===== config.mk =====
export PLATFORM = sky130hd
export DESIGN_NAME = arty_boot_sequencer_flat
export DESIGN_NICKNAME = d
export VERILOG_FILES = /design/src/rtl/arty_boot_sequencer_if.sv /design/src/rtl/arty_boot_sequencer.sv /design/src/flat_wrapper.sv
export SDC_FILE = /design/constraint.sdc
export NUM_CORES = 1
export LEC_CHECK = 0
export BUFFER_PORTS_ARGS = -buffer_cell sky130_fd_sc_hd__buf_2
export CORE_MARGIN = 5
export CORE_UTILIZATION = 53
export CTS_BUF_LIST = sky130_fd_sc_hd__clkbuf_2 sky130_fd_sc_hd__clkbuf_4 sky130_fd_sc_hd__clkbuf_8
export DETAILED_ROUTE_END_ITERATION = 8
export PLACE_DENSITY = 0.7
export SYNTH_ARGS = -nofsm -noshare
export SYNTH_HDL_FRONTEND = slang
export SYNTH_SLANG_ARGS = --single-unit

===== constraint.sdc =====
create_clock -name clk -period 3.8 [get_ports clk]
set_clock_uncertainty 0.15 [all_clocks]
set_input_delay 0.38 -clock clk [delete_from_list [all_inputs] [get_ports clk]]
set_output_delay 0.38 -clock clk [all_outputs]
set_load 0.005 [all_outputs]

===== src/rtl/arty_boot_sequencer_if.sv =====
// Bring-up signals between the Arty clocking/board I/O and the PULPino boot sequencer.
// The sequencer uses the slave modport; whatever drives the board-side inputs uses master.
`timescale 1ns/1ps
interface arty_boot_sequencer_if;
   logic       pll_locked_i;
   logic       fetch_en_req_i;
   logic       heartbeat_i;
   logic       soc_rst_n_o;
   logic       fetch_enable_o;
   logic [2:0] state_o;
   logic       wdt_fired_o;

   modport master (
      output pll_locked_i,
      output fetch_en_req_i,
      output heartbeat_i,
      input  soc_rst_n_o,
      input  fetch_enable_o,
      input  state_o,
      input  wdt_fired_o
   );

   modport slave (
      input  pll_locked_i,
      input  fetch_en_req_i,
      input  heartbeat_i,
      output soc_rst_n_o,
      output fetch_enable_o,
      output state_o,
      output wdt_fired_o
   );
endinterface


===== src/rtl/arty_boot_sequencer.sv =====
// PULPino bring-up sequencer: qualify MMCM lock, hold SoC reset, release it, then gate fetch enable.
// Define BOOT_WATCHDOG_EN to add a heartbeat watchdog that re-enters HOLD when the SoC stalls in RUN.
`timescale 1ns/1ps
module arty_boot_sequencer #(
   parameter int LOCK_FILTER = 8,
   parameter int HOLD_CYCLES = 1024,
   parameter int FETCH_DELAY = 16,
   parameter int WDT_CYCLES  = 50000000
) (
   input  logic                  clk,
   input  logic                  rst,
   arty_boot_sequencer_if.slave  bus
);

   localparam int MAX_LH  = (LOCK_FILTER > HOLD_CYCLES) ? LOCK_FILTER : HOLD_CYCLES;
   localparam int MAX_LHF = (MAX_LH > FETCH_DELAY) ? MAX_LH : FETCH_DELAY;
   localparam int MAX_ALL = (MAX_LHF > WDT_CYCLES) ? MAX_LHF : WDT_CYCLES;
   localparam int CNT_W   = $clog2(MAX_ALL) + 1;

   localparam logic [CNT_W-1:0] LOCK_LAST  = CNT_W'(LOCK_FILTER - 1);
   localparam logic [CNT_W-1:0] HOLD_LAST  = CNT_W'(HOLD_CYCLES - 1);
   localparam logic [CNT_W-1:0] FETCH_LAST = CNT_W'(FETCH_DELAY - 1);

   typedef enum logic [2:0] {
      WAIT_LOCK = 3'd0,
      HOLD      = 3'd1,
      RELEASE   = 3'd2,
      RUN       = 3'd3
   } state_t;

   state_t           r_state;
   state_t           w_stateNext;
   logic [CNT_W-1:0] r_cnt;
   logic [CNT_W-1:0] w_cntNext;
   logic             r_socRstN;
   logic             w_socRstNNext;
   logic             r_fetchEn;
   logic             w_fetchEnNext;
   logic             r_lkMeta;
   logic             r_lk;
   logic             r_feMeta;
   logic             r_fe;

`ifdef BOOT_WATCHDOG_EN
   localparam logic [CNT_W-1:0] WDT_LAST = CNT_W'(WDT_CYCLES - 1);

   logic             r_hbMeta;
   logic             r_hb;
   logic             r_hbDly;
   logic [CNT_W-1:0] r_wdtCnt;
   logic [CNT_W-1:0] w_wdtCntNext;
   logic             r_wdtFired;
   logic             w_wdtFiredNext;
`endif

   // Lock and the fetch switch come from other clock domains; two flops each before use.
   always_ff @(posedge clk or posedge rst) begin
      if (rst) begin
         r_lkMeta <= 1'b0;
         r_lk     <= 1'b0;
         r_feMeta <= 1'b0;
         r_fe     <= 1'b0;
      end else begin
         r_lkMeta <= bus.pll_locked_i;
         r_lk     <= r_lkMeta;
         r_feMeta <= bus.fetch_en_req_i;
         r_fe     <= r_feMeta;
      end
   end

`ifdef BOOT_WATCHDOG_EN
   // Heartbeat synchronizer plus one extra delay stage for edge detection.
   always_ff @(posedge clk or posedge rst) begin
      if (rst) begin
         r_hbMeta   <= 1'b0;
         r_hb       <= 1'b0;
         r_hbDly    <= 1'b0;
         r_wdtCnt   <= '0;
         r_wdtFired <= 1'b0;
      end else begin
         r_hbMeta   <= bus.heartbeat_i;
         r_hb       <= r_hbMeta;
         r_hbDly    <= r_hb;
         r_wdtCnt   <= w_wdtCntNext;
         r_wdtFired <= w_wdtFiredNext;
      end
   end
`endif

   always_ff @(posedge clk or posedge rst) begin
      if (rst) begin
         r_state   <= WAIT_LOCK;
         r_cnt     <= '0;
         r_socRstN <= 1'b0;
         r_fetchEn <= 1'b0;
      end else begin
         r_state   <= w_stateNext;
         r_cnt     <= w_cntNext;
         r_socRstN <= w_socRstNNext;
         r_fetchEn <= w_fetchEnNext;
      end
   end

   // Lock loss is checked first in every post-lock state so it always wins.
   always_comb begin
      w_stateNext = r_state;
      w_cntNext   = r_cnt;
`ifdef BOOT_WATCHDOG_EN
      w_wdtCntNext   = '0;
      w_wdtFiredNext = r_wdtFired;
`endif
      case (r_state)
         WAIT_LOCK: begin
            if (!r_lk) begin
               w_cntNext = '0;
            end else if (r_cnt == LOCK_LAST) begin
               w_stateNext = HOLD;
               w_cntNext   = '0;
            end else begin
               w_cntNext = r_cnt + 1'b1;
            end
         end
         HOLD: begin
            if (!r_lk) begin
               w_stateNext = WAIT_LOCK;
               w_cntNext   = '0;
            end else if (r_cnt == HOLD_LAST) begin
               w_stateNext = RELEASE;
               w_cntNext   = '0;
            end else begin
               w_cntNext = r_cnt + 1'b1;
            end
         end
         RELEASE: begin
            if (!r_lk) begin
               w_stateNext = WAIT_LOCK;
               w_cntNext   = '0;
            end else if (r_cnt == FETCH_LAST) begin
               w_stateNext = RUN;
               w_cntNext   = '0;
            end else begin
               w_cntNext = r_cnt + 1'b1;
            end
         end
         RUN: begin
            w_cntNext = '0;
            if (!r_lk) begin
               w_stateNext = WAIT_LOCK;
            end
`ifdef BOOT_WATCHDOG_EN
            else if (r_wdtCnt == WDT_LAST) begin
               w_stateNext    = HOLD;
               w_wdtFiredNext = 1'b1;
            end else if (r_hb != r_hbDly) begin
               w_wdtCntNext = '0;
            end else begin
               w_wdtCntNext = r_wdtCnt + 1'b1;
            end
`endif
         end
         default: begin
            w_stateNext = WAIT_LOCK;
            w_cntNext   = '0;
         end
      endcase

      // Both outputs drop on the same edge that leaves RELEASE/RUN, so fetch never outlives reset.
      w_socRstNNext = ((r_state == RELEASE) || (r_state == RUN)) &&
                      ((w_stateNext == RELEASE) || (w_stateNext == RUN));
      w_fetchEnNext = (r_state == RUN) && (w_stateNext == RUN) && r_fe;
   end

   assign bus.soc_rst_n_o    = r_socRstN;
   assign bus.fetch_enable_o = r_fetchEn;
   assign bus.state_o        = r_state;
`ifdef BOOT_WATCHDOG_EN
   assign bus.wdt_fired_o    = r_wdtFired;
`else
   assign bus.wdt_fired_o    = 1'b0;
`endif

endmodule

===== src/flat_wrapper.sv =====
// flat-port wrapper written by rule: the top's interface ports become plain ports
module arty_boot_sequencer_flat 
#(
   parameter int LOCK_FILTER = 8,
   parameter int HOLD_CYCLES = 1024,
   parameter int FETCH_DELAY = 16,
   parameter int WDT_CYCLES  = 50000000
)
  (clk, rst, bus_pll_locked_i, bus_fetch_en_req_i, bus_heartbeat_i, bus_soc_rst_n_o, bus_fetch_enable_o, bus_state_o, bus_wdt_fired_o);
  arty_boot_sequencer_if bus_i ();
  input  logic clk;
  input  logic rst;
  input wire logic [$bits(bus_i.pll_locked_i)-1:0] bus_pll_locked_i;
  input wire logic [$bits(bus_i.fetch_en_req_i)-1:0] bus_fetch_en_req_i;
  input wire logic [$bits(bus_i.heartbeat_i)-1:0] bus_heartbeat_i;
  output wire logic [$bits(bus_i.soc_rst_n_o)-1:0] bus_soc_rst_n_o;
  output wire logic [$bits(bus_i.fetch_enable_o)-1:0] bus_fetch_enable_o;
  output wire logic [$bits(bus_i.state_o)-1:0] bus_state_o;
  output wire logic [$bits(bus_i.wdt_fired_o)-1:0] bus_wdt_fired_o;
  assign bus_i.pll_locked_i = bus_pll_locked_i;
  assign bus_i.fetch_en_req_i = bus_fetch_en_req_i;
  assign bus_i.heartbeat_i = bus_heartbeat_i;
  assign bus_soc_rst_n_o = bus_i.soc_rst_n_o;
  assign bus_fetch_enable_o = bus_i.fetch_enable_o;
  assign bus_state_o = bus_i.state_o;
  assign bus_wdt_fired_o = bus_i.wdt_fired_o;
  arty_boot_sequencer #(.LOCK_FILTER(LOCK_FILTER), .HOLD_CYCLES(HOLD_CYCLES), .FETCH_DELAY(FETCH_DELAY), .WDT_CYCLES(WDT_CYCLES)) u_core (.clk(clk), .rst(rst), .bus(bus_i));
endmodule

### Yosys cells after proc, flatten, opt, wreduce, memory -nomap -nowiden

Index checks and enable logic that the tools add are counted.

| word-level totals | value |
|---|---|
| register bits after elaboration | 36 |
| input port bits | 5 |
| output and inout bits | 6 |
| word-level logic and storage cells | 38 |

| operators by class | value |
|---|---|
| add/sub/neg operators | 1 |
| equality and inequality tests | 8 |
| mux-type cells | 15 |
| reductions and logical operators | 6 |

Operator list:

| operator | number |
|---|---|
| 27-bit 2-to-1 mux | 6 |
| 27-bit one-hot mux with 3 select lines | 1 |
| 27-bit by 1-bit adder with 27-bit output (second input constant) | 1 |
| 27-bit by 10-bit == test with 1-bit output (second input constant) | 1 |
| 27-bit by 3-bit == test with 1-bit output (second input constant) | 1 |
| 27-bit by 4-bit == test with 1-bit output (second input constant) | 1 |
| 3-bit 2-to-1 mux | 7 |
| 3-bit by 2-bit == test with 1-bit output (second input constant) | 4 |
| 3-bit one-hot mux with 4 select lines | 1 |
| 3-bit by 1-bit == test with 1-bit output (second input constant) | 1 |
| 1-bit logical AND | 3 |
| 3-bit zero test | 1 |
| 1-bit logical OR | 2 |

### Logic depth before layout (Yosys ltp)

| logic depth | value |
|---|---|
| depth in word-level cells | 7 |
| depth in mapped cells | 7 |

### Worst setup path after synthesis

OpenSTA, ideal clock, no wires.

| path | value |
|---|---|
| path kind | reg2reg |
| from | register u_core.r_cnt[4] |
| to | register u_core.r_cnt[3] |
| setup time | 0.119 ns |
| arrival time | 1.645 ns |
| required time | 3.531 ns |
| slack | 1.887 ns |
| stages on the path, launching flop included | 7 |
| period minus slack after synthesis | 1.913 ns |
| cell sequence | dfrtp_1 or4_1 nor4_1 nand3_1 o211ai_2 buf_6 nor2_1 |

| on the way | value |
|---|---|
| cells in the longest elaborated chain, start to end | 4 |
| elaborated cells between the ends (all ways) | 10 |
| those cells by class | eq/ne (3); mux (7) |

Ends and longest elaborated chain:

| item | RTL line | source |
|---|---|---|
| from (decl) | arty_boot_sequencer.sv:33 | `logic [CNT_W-1:0] r_cnt;` |
| from (signal assigned) | arty_boot_sequencer.sv:98 | `r_cnt <= w_cntNext;` |
| 27-bit by 4-bit == test with 1-bit output (tied with other cells) | arty_boot_sequencer.sv:138 | `end else if (r_cnt == FETCH_LAST) begin` |
| 27-bit 2-to-1 mux, on equally long branches | arty_boot_sequencer.sv:138, arty_boot_sequencer.sv:116, arty_boot_sequencer.sv:127 |  |
| 27-bit 2-to-1 mux, on equally long branches | arty_boot_sequencer.sv:135, arty_boot_sequencer.sv:114, arty_boot_sequencer.sv:124 |  |
| 27-bit one-hot mux with 3 select lines * | arty_boot_sequencer.sv:112 | `case (r_state)` |
| via u_core.w_cntNext[3] | arty_boot_sequencer.sv:34 | `logic [CNT_W-1:0] w_cntNext;` |

The timed path passes the listed nets; every way through them passes the cells marked *.

### Worst setup path after layout

| path | value |
|---|---|
| from | register u_core.r_cnt[0] |
| to | register u_core.r_cnt[3] |

| on the way | value |
|---|---|
| cells in the longest elaborated chain, start to end | 4 |
| elaborated cells between the ends (all ways) | 11 |
| those cells by class | add/sub (1); eq/ne (3); mux (7) |

Ends and longest elaborated chain:

| item | RTL line |
|---|---|
| 27-bit by 1-bit adder with 27-bit output (tied with other cells) | arty_boot_sequencer.sv:120, arty_boot_sequencer.sv:131, arty_boot_sequencer.sv:142 |
| 27-bit 2-to-1 mux, on equally long branches | arty_boot_sequencer.sv:138, arty_boot_sequencer.sv:116, arty_boot_sequencer.sv:127 |
| 27-bit 2-to-1 mux, on equally long branches | arty_boot_sequencer.sv:135, arty_boot_sequencer.sv:114, arty_boot_sequencer.sv:124 |
| 27-bit one-hot mux with 3 select lines * | arty_boot_sequencer.sv:112 |
| via u_core.w_cntNext[3] | arty_boot_sequencer.sv:34 |

Marked as above.

==> impl_summary.md <==
Status
The flow ran to the end, and the final reports show no timing, DRC or antenna violations.

Clock network
After clock tree synthesis, the setup repair step added 0 buffers. The clock tree from TritonCTS is done. After clock tree synthesis, the repair step resized 0 gates. Clock-pin slew was measured on the worst setup and hold paths at ~110 ps. In this run, post-CTS hold repair placed 2 buffers. The maximum count of clock buffers along a single path is 2. Clock tree synthesis inserted a total of 5 buffers. The clock root buffer master is sky130_fd_sc_hd__clkbuf_4. The maximum level of the CTS H-tree is 2. For the worst-skew pair, the clock arrives at the later sink with an insertion delay of around 340 ps. The clock net in this run drives a total of 36 sinks.

Timing
The worst-case hold slack is ~25 ps. The final max-slew violation count is 0. Setup repair after global routing left no endpoint under its margin. Setup violations remaining at the end of the flow were counted as 0. Measured against its own limit, the worst slew margin works out to between 40% and 50%.

The setup TNS after final layout is 0 ps. The worst path uses between 60% and 70% of the clock period. Static timing analysis puts the maximum clock frequency at 0.421 GHz. The clock period minus worst slack is 2370 ps. The final hold violation count is 0. The transition at the pin with the smallest max-transition slack is between 700 and 800 ps.

Routing
The first TritonRoute pass finished after 4 iterations. After detailed routing, the number of vias per cell comes to around 5.2. The total wire length is roughly 3.1 mm. The number of vias after detailed routing is 1,162. The post-route antenna net violation count is 0. After the first detailed-routing iteration, the DRC count stood at about 80. The average wire per standard cell is between 10 and 15 um. The number of remaining DRC errors is 0.

Die
The floorplan step defined a die boundary enclosing 0.00434 mm^2. Measured along the y axis, the die boundary spans roughly 66 um. During I/O placement, the number of pins put on the boundary was 11.

The chip width is roughly 66 um. The initial core utilization is between 50% and 60%. The core footprint is around 0.003 mm^2. The row count is 20.

Placement
The placed wire-length estimate after detailed placement is between 2 and 2.5 mm. Counting tap cells, the placed design contains a total of between 200 and 250 instances. The final weighted congestion in routability-driven placement is 0.808. Port buffering added 8 buffers. The total placed instance area is around 0.0017 mm^2.

Synth
The number of distinct library cell variants in the gate-level netlist after synthesis is 32. The most common cell in the synthesized netlist is sky130_fd_sc_hd__dfrtp_1. By count the netlist is led by sky130_fd_sc_hd__dfrtp_1 (36), sky130_fd_sc_hd__nor2_1 (32), sky130_fd_sc_hd__xor2_1 (21).

The fraction of synthesized cell area taken by the top area cell type is between 50% and 60%. The cell count after synthesis is ~160. The number of enable-type register cells in the synthesized netlist is 0.

The largest total area in the synthesized netlist belongs to sky130_fd_sc_hd__dfrtp_1. In this run the mean area of a mapped cell was 10.2 um^2. The top flip-flop cell by instance count after synthesis is sky130_fd_sc_hd__dfrtp_1. The cell area after synthesis is ~0.0017 mm^2. The portion of the post-synthesis area used by sequential elements is between 50% and 60%.

Of all flip-flops after synthesis, the portion carrying an async set or reset was 100%. In the post-synthesis netlist, the biggest area contributors are sky130_fd_sc_hd__dfrtp_1 (54%), sky130_fd_sc_hd__xor2_1 (11%), sky130_fd_sc_hd__nor2_1 (7.3%). Synthesis inferred 36 register bits. Yosys printed 0 warnings.

Cells and area
0 antenna diodes ended up in the layout. The fraction of layout cells with a size suffix above 1 is 12.8%. After routing the design area is roughly 0.0018 mm^2. After the last flow step, the layout net total stands at about 180. The flip-flop and latch area is 901 um^2.

Cells fill approximately 61% of the core in the end. Compared with the post-synthesis result, the final layout area differs by 11.4%. The number of filler instances in the final layout is approximately 260. The number of cells in the finished layout apart from fillers is 223. Summing all multi-input logic gate instances after layout gives a little over 700 um^2.

Critical path
STA classifies the critical path startpoint as a flop. The launch instance of the worst register-to-register path is u_core.r_cnt[0]. Data on the critical path arrives at its endpoint at about 2400 ps. At the worst endpoint, the required time is between 3000 and 4000 ps. The worst register-to-register path has a setup slack of between 1000 and 1500 ps. The terminus of the critical flop-to-flop path is u_core.r_cnt[3]. Measured in cells, the most critical reg-to-reg path has a length of 7.

In this run the worst path has a maximum fanout of 16. The kind of critical path is flop to flop. The worst setup path is captured at a flop.

Power and ir drop
The worst vdd rail ir drop is roughly 0.00028 V. For this design the static power due to leakage is roughly 0.00083 uW. In this run the power density over the cells is about 370 mW/mm^2.

Global routing
The all-layer global routing usage is between 10% and 20%. The first global-routing pass estimated roughly 5.6 mm of wire. The overflow left after global routing is 0. Entering global routing, the biggest net connects 22 pins.

The number of antenna violations at the first check in global routing is 0. The number of global-route vias before repair is 1,248.

Flow run
The max-cap check violation count is 0.

Worst hold path
The min-delay analysis places its worst path in the category input pin to async pin.
-- per-stage QoR --
stage               total power, uW  setup WS (ps)
floorplan                       409           1890
global placement                415           1510
detailed placement              415           1450
CTS                             687           1430
global route                    715           1250
finish                          678           1430
-- layout by cell type, fill, tap and decap left out, types with 2 or more instances in the layout --
| master | netlist | layout |
|---|---|---|
| sky130_fd_sc_hd__buf_4 | 1 | 3 |
| sky130_fd_sc_hd__o21ai_0 | 2 | 2 |
| sky130_fd_sc_hd__and4_1 | 2 | 2 |
| sky130_fd_sc_hd__nand3_1 | 15 | 15 |
| sky130_fd_sc_hd__nor4_1 | 4 | 4 |
| sky130_fd_sc_hd__dlygate4sd3_1 | 0 | 2 |
| sky130_fd_sc_hd__buf_2 | 2 | 8 |
| sky130_fd_sc_hd__conb_1 | 1 | 2 |
| sky130_fd_sc_hd__dfrtp_1 | 36 | 36 |
| sky130_fd_sc_hd__nand4_1 | 6 | 6 |
| sky130_fd_sc_hd__and3_1 | 5 | 5 |
| sky130_fd_sc_hd__nor3_1 | 2 | 2 |
| sky130_fd_sc_hd__xor2_1 | 21 | 21 |
| sky130_fd_sc_hd__xnor2_1 | 5 | 5 |
| sky130_fd_sc_hd__inv_1 | 5 | 5 |
| sky130_fd_sc_hd__nand2_1 | 7 | 7 |
| sky130_fd_sc_hd__nor2_1 | 32 | 32 |
| sky130_fd_sc_hd__clkbuf_4 | 0 | 6 |
-- final cells by class --
class	count	share of cell area (%)
sequential	36	48.8
multi-input combinational	117	38.4
timing repair buffer	13	4.47
tap	44	2.98
clock buffer	6	2.44
clock inverter	2	1.90
inverter	5	1.02
-- report_power, final --
| group | internal, uW | switching [uW] | leakage (uW) |
|---|---|---|---|
| Sequential | 386 | 1.55 | 0.000490 |
| Combinational | 5.96 | 14.7 | 0.000289 |
| Clock | 145 | 124 | 0.0000456 |
| Total | 538 | 140 | 0.000826 |
-- routing by layer --
metal / vias up / global-route usage, % / part of all wire, %
met2: 13 / 26.3 / 50
met4: 0 / 8.29 / 2.0
met3: 7 / 6.63 / 3.1
met1: 565 / 21.5 / 44
li1: 577 / - / -
met5: - / 0 / 0
-- critical path, stage by stage, from the launching register on --
cell and delay, ps:
sky130_fd_sc_hd__dfrtp_1 380, sky130_fd_sc_hd__ha_1 210, sky130_fd_sc_hd__nand2_1 130, sky130_fd_sc_hd__nor4_2 230, sky130_fd_sc_hd__buf_4 230, sky130_fd_sc_hd__a31oi_1 140
sky130_fd_sc_hd__o211ai_2 610, sky130_fd_sc_hd__nor2_1 140
-- worst max path at each step --
stage               startpoint          endpoint
2_1_floorplan  u_core.r_cnt[4]   u_core.r_cnt[3]
3_3_place_gp   u_core.r_cnt[0]  u_core.r_cnt[20]
3_5_place_dp   u_core.r_cnt[0]   u_core.r_cnt[3]
4_1_cts        u_core.r_cnt[0]   u_core.r_cnt[3]
5_1_grt        u_core.r_cnt[0]  u_core.r_cnt[25]
6_report       u_core.r_cnt[0]   u_core.r_cnt[3]
-- state kept, by name (all words and copies together) (netlist names) --
name	count
u_core.r_cnt	27
u_core.bus.state_o	3
u_core.bus.fetch_enable_o	1
u_core.bus.soc_rst_n_o	1
u_core.r_fe	1
u_core.r_feMeta	1
u_core.r_lk	1
u_core.r_lkMeta	1
-- cells by family after synthesis --
logic type / after synthesis / synth area share (%)
and+or+nand+nor: 82 / 25.2
xor gates and xnor gates: 26 / 13.7
DFF: 36 / 54.4
other: 1 / 0.226
AOI/OAI and AO/OA: 6 / 2.57
adders and majority gates: 1 / 0.755
buffers and inverters: 10 / 3.10
No activity file was read; power rests on OpenSTA's default activity.
